===== config.mk =====
export PLATFORM = sky130hd
export DESIGN_NAME = alu_seq_flat
export DESIGN_NICKNAME = d
export VERILOG_FILES = /design/src/rtl/alu_seq_if.sv /design/src/rtl/alu_seq.sv /design/src/flat_wrapper.sv
export SDC_FILE = /design/constraint.sdc
export NUM_CORES = 1
export LEC_CHECK = 0
export ABC_AREA = 0
export BUFFER_PORTS_ARGS = -buffer_cell sky130_fd_sc_hd__clkbuf_2
export CORE_ASPECT_RATIO = 1.75
export CORE_MARGIN = 1
export CORE_UTILIZATION = 35
export DETAILED_ROUTE_END_ITERATION = 6
export GPL_ROUTABILITY_DRIVEN = 0
export SLEW_MARGIN = 20
export SYNTH_ARGS = -nofsm -noshare
export SYNTH_HDL_FRONTEND = slang
export SYNTH_SLANG_ARGS = --single-unit

===== constraint.sdc =====
create_clock -name Clk -period 3.4 [get_ports Clk]
set_input_delay 0.34 -clock Clk [delete_from_list [all_inputs] [get_ports Clk]]
set_output_delay 0.34 -clock Clk [all_outputs]
set_load 0.02 [all_outputs]

===== src/rtl/alu_seq_if.sv =====
// Request/response bundle between the register-read stage, alu_seq and writeback.
// The master drives operands and consumes results; alu_seq sits on the slave side.
interface alu_seq_if #(
    parameter int W   = 8,
    parameter int Ops = 3
);
    logic [W-1:0]   A;
    logic [W-1:0]   B;
    logic [Ops-1:0] OP;
    logic           in_valid;
    logic           in_ready;
    logic [W-1:0]   out;
    logic           Zero;
    logic           Sign;
    logic           Carry;
    logic           out_valid;
    logic           out_ready;

    modport master (
        output A, B, OP, in_valid, out_ready,
        input  in_ready, out, Zero, Sign, Carry, out_valid
    );

    modport slave (
        input  A, B, OP, in_valid, out_ready,
        output in_ready, out, Zero, Sign, Carry, out_valid
    );
endinterface


===== src/rtl/alu_seq.sv =====
// Registered, handshaked ALU: single-cycle ADD/SUB/shift/logic ops and a
// W-cycle shift-add multiply, holding each result until writeback accepts it.
module alu_seq #(
    parameter int W   = 8,
    parameter int Ops = 3
) (
    input logic       Clk,
    input logic       Reset,
    alu_seq_if.slave  bus
);
    localparam int SW = $clog2(W) + 1;

    typedef enum logic [1:0] {IDLE, BUSY, DONE} state_t;

    state_t           r_state;
    state_t           w_next;
    logic             w_inReady;
    logic             w_outValid;
    logic             w_lastIter;

    logic [W-1:0]     r_out;
    logic             r_carry;
    logic [2*W-1:0]   r_acc;
    logic [2*W-1:0]   r_mcand;
    logic [W-1:0]     r_mplier;
    logic [SW-1:0]    r_cnt;

    logic [W:0]       w_sum;
    logic [W:0]       w_srlBits;
    logic [W:0]       w_sllBits;
    logic [W-1:0]     w_result;
    logic             w_carry;
    logic             w_isMul;
    logic [2*W-1:0]   w_accNext;

    assign w_isMul    = (bus.OP == Ops'(3'b111));
    assign w_lastIter = (r_cnt == SW'(W - 1));

    always_ff @(posedge Clk) begin
        if (Reset) r_state <= IDLE;
        else       r_state <= w_next;
    end

    always_comb begin
        w_next     = r_state;
        w_inReady  = 1'b0;
        w_outValid = 1'b0;
        case (r_state)
            IDLE: begin
                w_inReady = 1'b1;
                if (bus.in_valid) w_next = w_isMul ? BUSY : DONE;
            end
            BUSY: begin
                if (w_lastIter) w_next = DONE;
            end
            DONE: begin
                w_outValid = 1'b1;
                if (bus.out_ready) w_next = IDLE;
            end
            default: w_next = IDLE;
        endcase
    end

    // Shifting a guard bit alongside A lets the shifter itself produce the
    // last bit shifted out; amounts above W naturally flush everything to 0.
    always_comb begin
        w_sum     = {1'b0, bus.A} + {1'b0, bus.B};
        w_srlBits = {bus.A, 1'b0} >> bus.B;
        w_sllBits = {1'b0, bus.A} << bus.B;
        w_result  = '0;
        w_carry   = 1'b0;
        case (bus.OP)
            3'b000: begin w_result = w_sum[W-1:0];      w_carry = w_sum[W];         end
            3'b001: begin w_result = w_srlBits[W:1];    w_carry = w_srlBits[0];     end
            3'b010: begin w_result = w_sllBits[W-1:0];  w_carry = w_sllBits[W];     end
            3'b011: begin w_result = bus.A ^ bus.B;                                 end
            3'b100: begin w_result = bus.A - bus.B;     w_carry = (bus.A < bus.B);  end
            3'b101: begin w_result = bus.A & bus.B;                                 end
            3'b110: begin w_result = bus.A | bus.B;                                 end
            default: begin w_result = '0;               w_carry = 1'b0;             end
        endcase
    end

    assign w_accNext = r_mplier[0] ? (r_acc + r_mcand) : r_acc;

    always_ff @(posedge Clk) begin
        if (Reset) begin
            r_out    <= '0;
            r_carry  <= 1'b0;
            r_acc    <= '0;
            r_mcand  <= '0;
            r_mplier <= '0;
            r_cnt    <= '0;
        end else begin
            case (r_state)
                IDLE: begin
                    if (bus.in_valid) begin
                        if (w_isMul) begin
                            r_acc    <= '0;
                            r_cnt    <= '0;
                            r_mcand  <= {{W{1'b0}}, bus.A};
                            r_mplier <= bus.B;
                        end else begin
                            r_out   <= w_result;
                            r_carry <= w_carry;
                        end
                    end
                end
                BUSY: begin
                    r_acc    <= w_accNext;
                    r_mcand  <= r_mcand << 1;
                    r_mplier <= r_mplier >> 1;
                    r_cnt    <= r_cnt + SW'(1);
                    if (w_lastIter) begin
                        r_out   <= w_accNext[W-1:0];
                        r_carry <= |w_accNext[2*W-1:W];
                    end
                end
                default: ;
            endcase
        end
    end

    assign bus.in_ready  = w_inReady;
    assign bus.out_valid = w_outValid;
    assign bus.out       = r_out;
    assign bus.Carry     = r_carry;
    assign bus.Zero      = (r_out == '0);
    assign bus.Sign      = r_out[W-1];
endmodule


===== src/flat_wrapper.sv =====
// flat-port wrapper written by rule: the top's interface ports become plain ports
module alu_seq_flat 
#(
    parameter int W   = 8,
    parameter int Ops = 3
)
  (Clk, Reset, bus_A, bus_B, bus_OP, bus_in_valid, bus_out_ready, bus_in_ready, bus_out, bus_Zero, bus_Sign, bus_Carry, bus_out_valid);
  alu_seq_if #(.W(W), .Ops(Ops)) bus_i ();
  input logic Clk;
  input logic Reset;
  input wire logic [$bits(bus_i.A)-1:0] bus_A;
  input wire logic [$bits(bus_i.B)-1:0] bus_B;
  input wire logic [$bits(bus_i.OP)-1:0] bus_OP;
  input wire logic [$bits(bus_i.in_valid)-1:0] bus_in_valid;
  input wire logic [$bits(bus_i.out_ready)-1:0] bus_out_ready;
  output wire logic [$bits(bus_i.in_ready)-1:0] bus_in_ready;
  output wire logic [$bits(bus_i.out)-1:0] bus_out;
  output wire logic [$bits(bus_i.Zero)-1:0] bus_Zero;
  output wire logic [$bits(bus_i.Sign)-1:0] bus_Sign;
  output wire logic [$bits(bus_i.Carry)-1:0] bus_Carry;
  output wire logic [$bits(bus_i.out_valid)-1:0] bus_out_valid;
  assign bus_i.A = bus_A;
  assign bus_i.B = bus_B;
  assign bus_i.OP = bus_OP;
  assign bus_i.in_valid = bus_in_valid;
  assign bus_i.out_ready = bus_out_ready;
  assign bus_in_ready = bus_i.in_ready;
  assign bus_out = bus_i.out;
  assign bus_Zero = bus_i.Zero;
  assign bus_Sign = bus_i.Sign;
  assign bus_Carry = bus_i.Carry;
  assign bus_out_valid = bus_i.out_valid;
  alu_seq #(.W(W), .Ops(Ops)) u_core (.Clk(Clk), .Reset(Reset), .bus(bus_i));
endmodule

# Yosys cells after proc, flatten, opt, wreduce, memory -nomap -nowiden
# Cells that the tools add are included.
# totals
output_inout_bits	13
ramBits	0
mem_count	0
in_bits	23
mem_bits_ro	0
elab_cells	70
latch_bits	0
reg_bits	55
# op_classes
magnitude_cmp	1
n_div	0
mul	0
bitwise	3
n_reduce_logical	8
n_addsub	4
n_mux	30
shift	2
n_eq_ne	15
# op_table
op	count
16-bit 2-to-1 mux	5
16-bit case mux with 2 select lines	2
8-bit case mux with 7 select lines	1
8-bit 2-to-1 mux	5
8-bit case mux with 2 select lines	2
16-bit adder	1
3-bit == test (second input constant)	4
8-bit by 8-bit adder with 9-bit output	1
8-bit by 8-bit << shifter with 9-bit output	1
9-bit by 8-bit >> shifter with 9-bit output	1
8-bit bitwise AND	1
8-bit logical NOT	1
8-bit < comparator	1
2-bit 2-to-1 mux	4
4-bit 2-to-1 mux	2
8-bit bitwise OR	1
4-bit case mux with 2 select lines	1
8-bit OR reduction	1
8-bit subtractor	1
8-bit XOR	1
3-bit by 2-bit == test with 1-bit output (second input constant)	2
2-bit != test (second input constant)	3
2-bit case mux with 3 select lines	1
3-bit AND reduction	2
13 further kinds	18

# Longest topological paths before layout
# depth
ltp_word	5
depth_mapped	12
depth_no_buf	12

# Worst setup path after synthesis
# Ideal clock, no wire load.
# synth_path
kind	input to register
from	input bus_B[2]
to	register u_core.r_carry (netlist: u_core.bus.Carry)
setup_ps	129
path_stages	11
t_arrival_ps	2393
path_slack_ps	878
path_cell_list	clkbuf_1 > inv_1 > ha_1 > nor3b_1 > a211oi_1 > o311ai_0 > a31oi_1 > a2111oi_2 > o211ai_1 > nor4_1 > a31oi_1
# synth_via
elab_chain_cells	5
elab_cells_between_ends	8
cone_classes	add/sub (1); order compare (1); shift (2); mux (4)
# synth_lines
item	line	rtl
start: declaration	flat_wrapper.sv:12	input wire logic [$bits(bus_i.B)-1:0] bus_B;
8-bit by 8-bit adder with 9-bit output, or another cell as far along	alu_seq.sv:67	w_sum = {1'b0, bus.A} + {1'b0, bus.B};
1-bit case mux with 4 select lines (*)	alu_seq.sv:72	case (bus.OP)
1-bit 2-to-1 mux (*)	alu_seq.sv:98	if (w_isMul) begin
1-bit 2-to-1 mux (*)	alu_seq.sv:97	if (bus.in_valid) begin
1-bit case mux with 2 select lines (*)	alu_seq.sv:95	case (r_state)
end signal: assignment	alu_seq.sv:105	r_carry <= w_carry;
end signal: assignment	alu_seq.sv:116	r_carry <= |w_accNext[2*W-1:W];
end: declaration	alu_seq.sv:22	logic r_carry;
# Every way passes the cells marked *; elsewhere a longest branch is shown, timed or not. The select of a mux whose other input is x is not followed.
# A chain may end at the register's enable or synchronous reset.

# Final worst setup path
# layout_path
from	register u_core.r_mcand[0]
to	register u_core.r_carry (netlist: u_core.bus.Carry)
# layout_via
elab_chain_cells	5
# layout_lines
item	line	rtl
start: declaration	alu_seq.sv:24	logic [2*W-1:0] r_mcand;
start signal: assignment	alu_seq.sv:101	r_mcand <= {{W{1'b0}}, bus.A};
start signal: assignment	alu_seq.sv:111	r_mcand <= r_mcand << 1;
16-bit adder	alu_seq.sv:84	assign w_accNext = r_mplier[0] ? (r_acc + r_mcand) : r_acc;
16-bit 2-to-1 mux	alu_seq.sv:84	
8-bit OR reduction	alu_seq.sv:116	
1-bit 2-to-1 mux	alu_seq.sv:114	if (w_lastIter) begin
1-bit case mux with 2 select lines	alu_seq.sv:95	
# Every way passes these cells. The select of a mux whose other input is x is not followed.

==> results.yml <==
outcome:
  outcome: "complete, no violations"
grt:
  antenna_found_initial: 0
  grt_pass1_vias: 5022
  gr-total-overflow: 0
  grt_use_total_pct: 21.8
  grt_pass1_wl_um: 24700
  grt_max_degree: 37
floorplanning:
  dieArea_um2: 14300
  die_h_um: 158
  num_rows: 56
  die_w_um: 90.9
  io_pins: 36
  start_util_pct: 36.0
  core_um2: 13500
worst_hold_path:
  hold_class: "primary input to register"
  whs_path_depth: 3
sta:
  drv_slew: 0
  fin_ws_ns: 0.724
  rsz0062_at_grt: "false"
  hold_viol_final: 0
  fmax_mhz: 374
  finalCritPeriodShare_pct: 78.7
  finalSetupTns_ns: 0
  max-slew-margin-rel_pct: 36.3
  worstMarginPinSlew_ns: 0.953
  finalCriticalPeriod_ns: 2.68
  finalClockSkew_ns: 0.0146
  setup_violations: 0
power:
  p_int_mw: 1.10
  p_seq_share_pct: 41.4
  comb_power_share_pct: 25.0
  vdd_drop_max_uv: 174
  power_switching_uw: 566
  swShare_pct: 33.9
  p_clk_share_pct: 33.6
  power_density_nw_per_um2: 313
  leakagePower_nw: 2.20
critical_path:
  reg2reg_to: "u_core.bus.Carry"
  crit_required_ns: 3.59
  critPathKind: "register to register"
  crit_fanout: 3
  cpMostUsedCell: "a31oi_1"
  cp_slowest_cell: "fa_1"
  critPathLaunch: "u_core.r_mcand[0]"
  r2r-start: "u_core.r_mcand[0]"
  cpPeakStageDelay_ns: 0.44
  ff2ff_path_depth: 10
  r2r_slack_ns: 0.72
  crit_arrival_ns: 2.87
  endpoint_kind: "register"
  crit_chain: "ha_1, fa_1, a211oi_1, o21ai_0, nand2_1, a31oi_1, a221oi_1, xnor2_1, a21oi_1, a31oi_1"
  cp-endpoint: "u_core.bus.Carry"
  start_kind: "register"
synthesis:
  synth_common_cells: "nand2_1 (73), nor2_1 (72), dfxtp_1 (55), a21oi_1 (50), ha_1 (43)"
  synth_top_area_share_pct: 22.8
  netlist_area_um2: 4840
  ys.flop_type: "dfxtp_1"
  synth_area_leaders: "dfxtp_1 (23%), ha_1 (11%), nand2_1 (5.7%)"
  synth_cell_types: 66
  yosysWarnings: 0
  syn_avg_cell_area_um2: 7.55
  synth_nets: 710
  synth_top_area_cell: "dfxtp_1"
  synthCells: 641
  ys_ff_latch: 55
  ys_seq_area_share_pct: 22.8
  yosysMostFrequentCell: "nand2_1"
  async_reset_ff_share_pct: 0
  synth_edf_count: 0
clock_network:
  clk_pin_slew_ns: 0.09
  ctsHoldBuffers: 0
  cts_buffers: 5
  cts_tree: "built"
  post_cts_buffers: 0
  cts_buffer_depth: 2
  cts.sinks: 55
  clock-root-buffer: "clkbuf_16"
  cts_resized: 0
  htree_levels: 2
  insertion_delay_ns: 0.31
route:
  vias: 4979
  wirelength_um: 15400
  drt_pass1_iterations: 4
  drt-initial-drc-count: 274
  final_antenna_net_count: 0
  viasPerCell: 5.96
  wire_per_inst_um: 18.4
  drc_errors: 0
placement:
  hpwl_um: 11800
  port_buffers: 35
  dpl_worst_slack_ns: 0.495
final_layout:
  nets: 729
  seq_area_um2: 1100
  fill_cells: 1395
  drive_gt1_share_pct: 11.3
  area_delta_synth_final_pct: 10.3
  n_antenna_cell: 0
  multiInputGateArea_um2: 3440
run:
  cap_violations: 0
[flip-flops by register name (all words and copies together), names as in the netlist]
signal,count
u_core.bus.Carry,1
u_core.bus.out,8
u_core.r_acc,16
u_core.r_cnt,4
u_core.r_mcand,16
u_core.r_mplier,8
u_core.r_state,2
[per-layer routing]
layer | track usage, % | up-vias | part of all wire (%)
li1 | - | 2391 | -
met1 | 22.0 | 2359 | 37
met3 | 1.64 | 60 | 3.6
met4 | 16.0 | 0 | 6.5
met2 | 41.7 | 169 | 53
met5 | 0 | - | 0
[worst max-delay path, delay by kind of cell, from the launching register on]
kind,cells,cell delay (ns)
AOI/OAI and AO/OA,6,1.27
xor gates and xnor gates,1,0.12
and+or+nand+nor,1,0.15
adders and majority gates,2,0.69
DFF,1,0.33
[power by group through the flow]
stage                     Clock [mW]  Combinational, mW  Sequential (mW)
after floorplan                    0              0.273            0.709
after global placement             0              0.406            0.704
after detailed placement           0              0.412            0.705
after CTS                      0.569              0.414            0.690
after global routing           0.595              0.459            0.693
final                          0.560              0.417            0.691
[cells in the final DEF, fill, tap and decap left out, drive strengths merged, types with 8 or more instances in the layout]
| master | netlist | routed |
|---|---|---|
| dfxtp | 55 | 55 |
| a22o | 9 | 9 |
| clkbuf | 19 | 40 |
| nand2b | 9 | 9 |
| mux2i | 12 | 12 |
| a221oi | 8 | 8 |
| a211oi | 11 | 11 |
| nand3 | 8 | 8 |
| o21ai | 37 | 37 |
| buf | 21 | 17 |
| nor3 | 21 | 21 |
| nor2b | 8 | 8 |
| a21o | 8 | 8 |
| inv | 29 | 30 |
| a21oi | 50 | 50 |
| xnor2 | 12 | 12 |
| a22oi | 18 | 18 |
| nor2 | 73 | 73 |
| o211ai | 9 | 9 |
| a311oi | 19 | 19 |
| nand2 | 73 | 73 |
| ha | 43 | 43 |
[cell type report]
cell class	count	area share (%)
Clock buffer	5	2.35
Clock inverter	3	0.633
Inverter	29	2.04
Multi-Input combinational cell	517	64.6
Sequential cell	55	20.6
Tap cell	174	4.08
Timing Repair Buffer	52	5.68
[worst min path at each step]
| stage | startpoint | end | slack, ns |
|---|---|---|---|
| floorplan | u_core.r_acc[4] | u_core.r_acc[4] | 0.45 |
| global placement | u_core.r_acc[4] | u_core.r_acc[4] | 0.46 |
| detailed placement | u_core.r_mplier[1] | u_core.r_mplier[0] | 0.47 |
| CTS | bus_out_ready | u_core.r_state[1] | 0.29 |
| global route | bus_out_ready | u_core.r_state[1] | 0.31 |
| finish | bus_out_ready | u_core.r_state[1] | 0.29 |
[through the flow]
stage	std cells	util [%]	hold slack, ns	power (mW)	area [µm²]
after floorplan	641	-	0.448	0.982	4840
after global placement	827	38.5	0.461	1.11	5170
after detailed placement	827	38.5	0.472	1.12	5170
after CTS	835	39.6	0.286	1.67	5330
after global routing	835	39.6	0.309	1.75	5330
final	835	39.6	0.295	1.67	5330
[cell families after synthesis]
logic type | after synthesis | share of synthesized area (%)
AO/OA/AOI/OAI | 213 | 30.6
XOR/XNOR | 19 | 3.44
adder cells (fa/ha/maj) | 47 | 12.6
buffers and inverters | 69 | 6.16
flip-flops | 55 | 22.8
multiplexers | 17 | 3.65
AND/OR/NAND/NOR | 221 | 20.8
No activity file was read; power rests on OpenSTA's default activity.
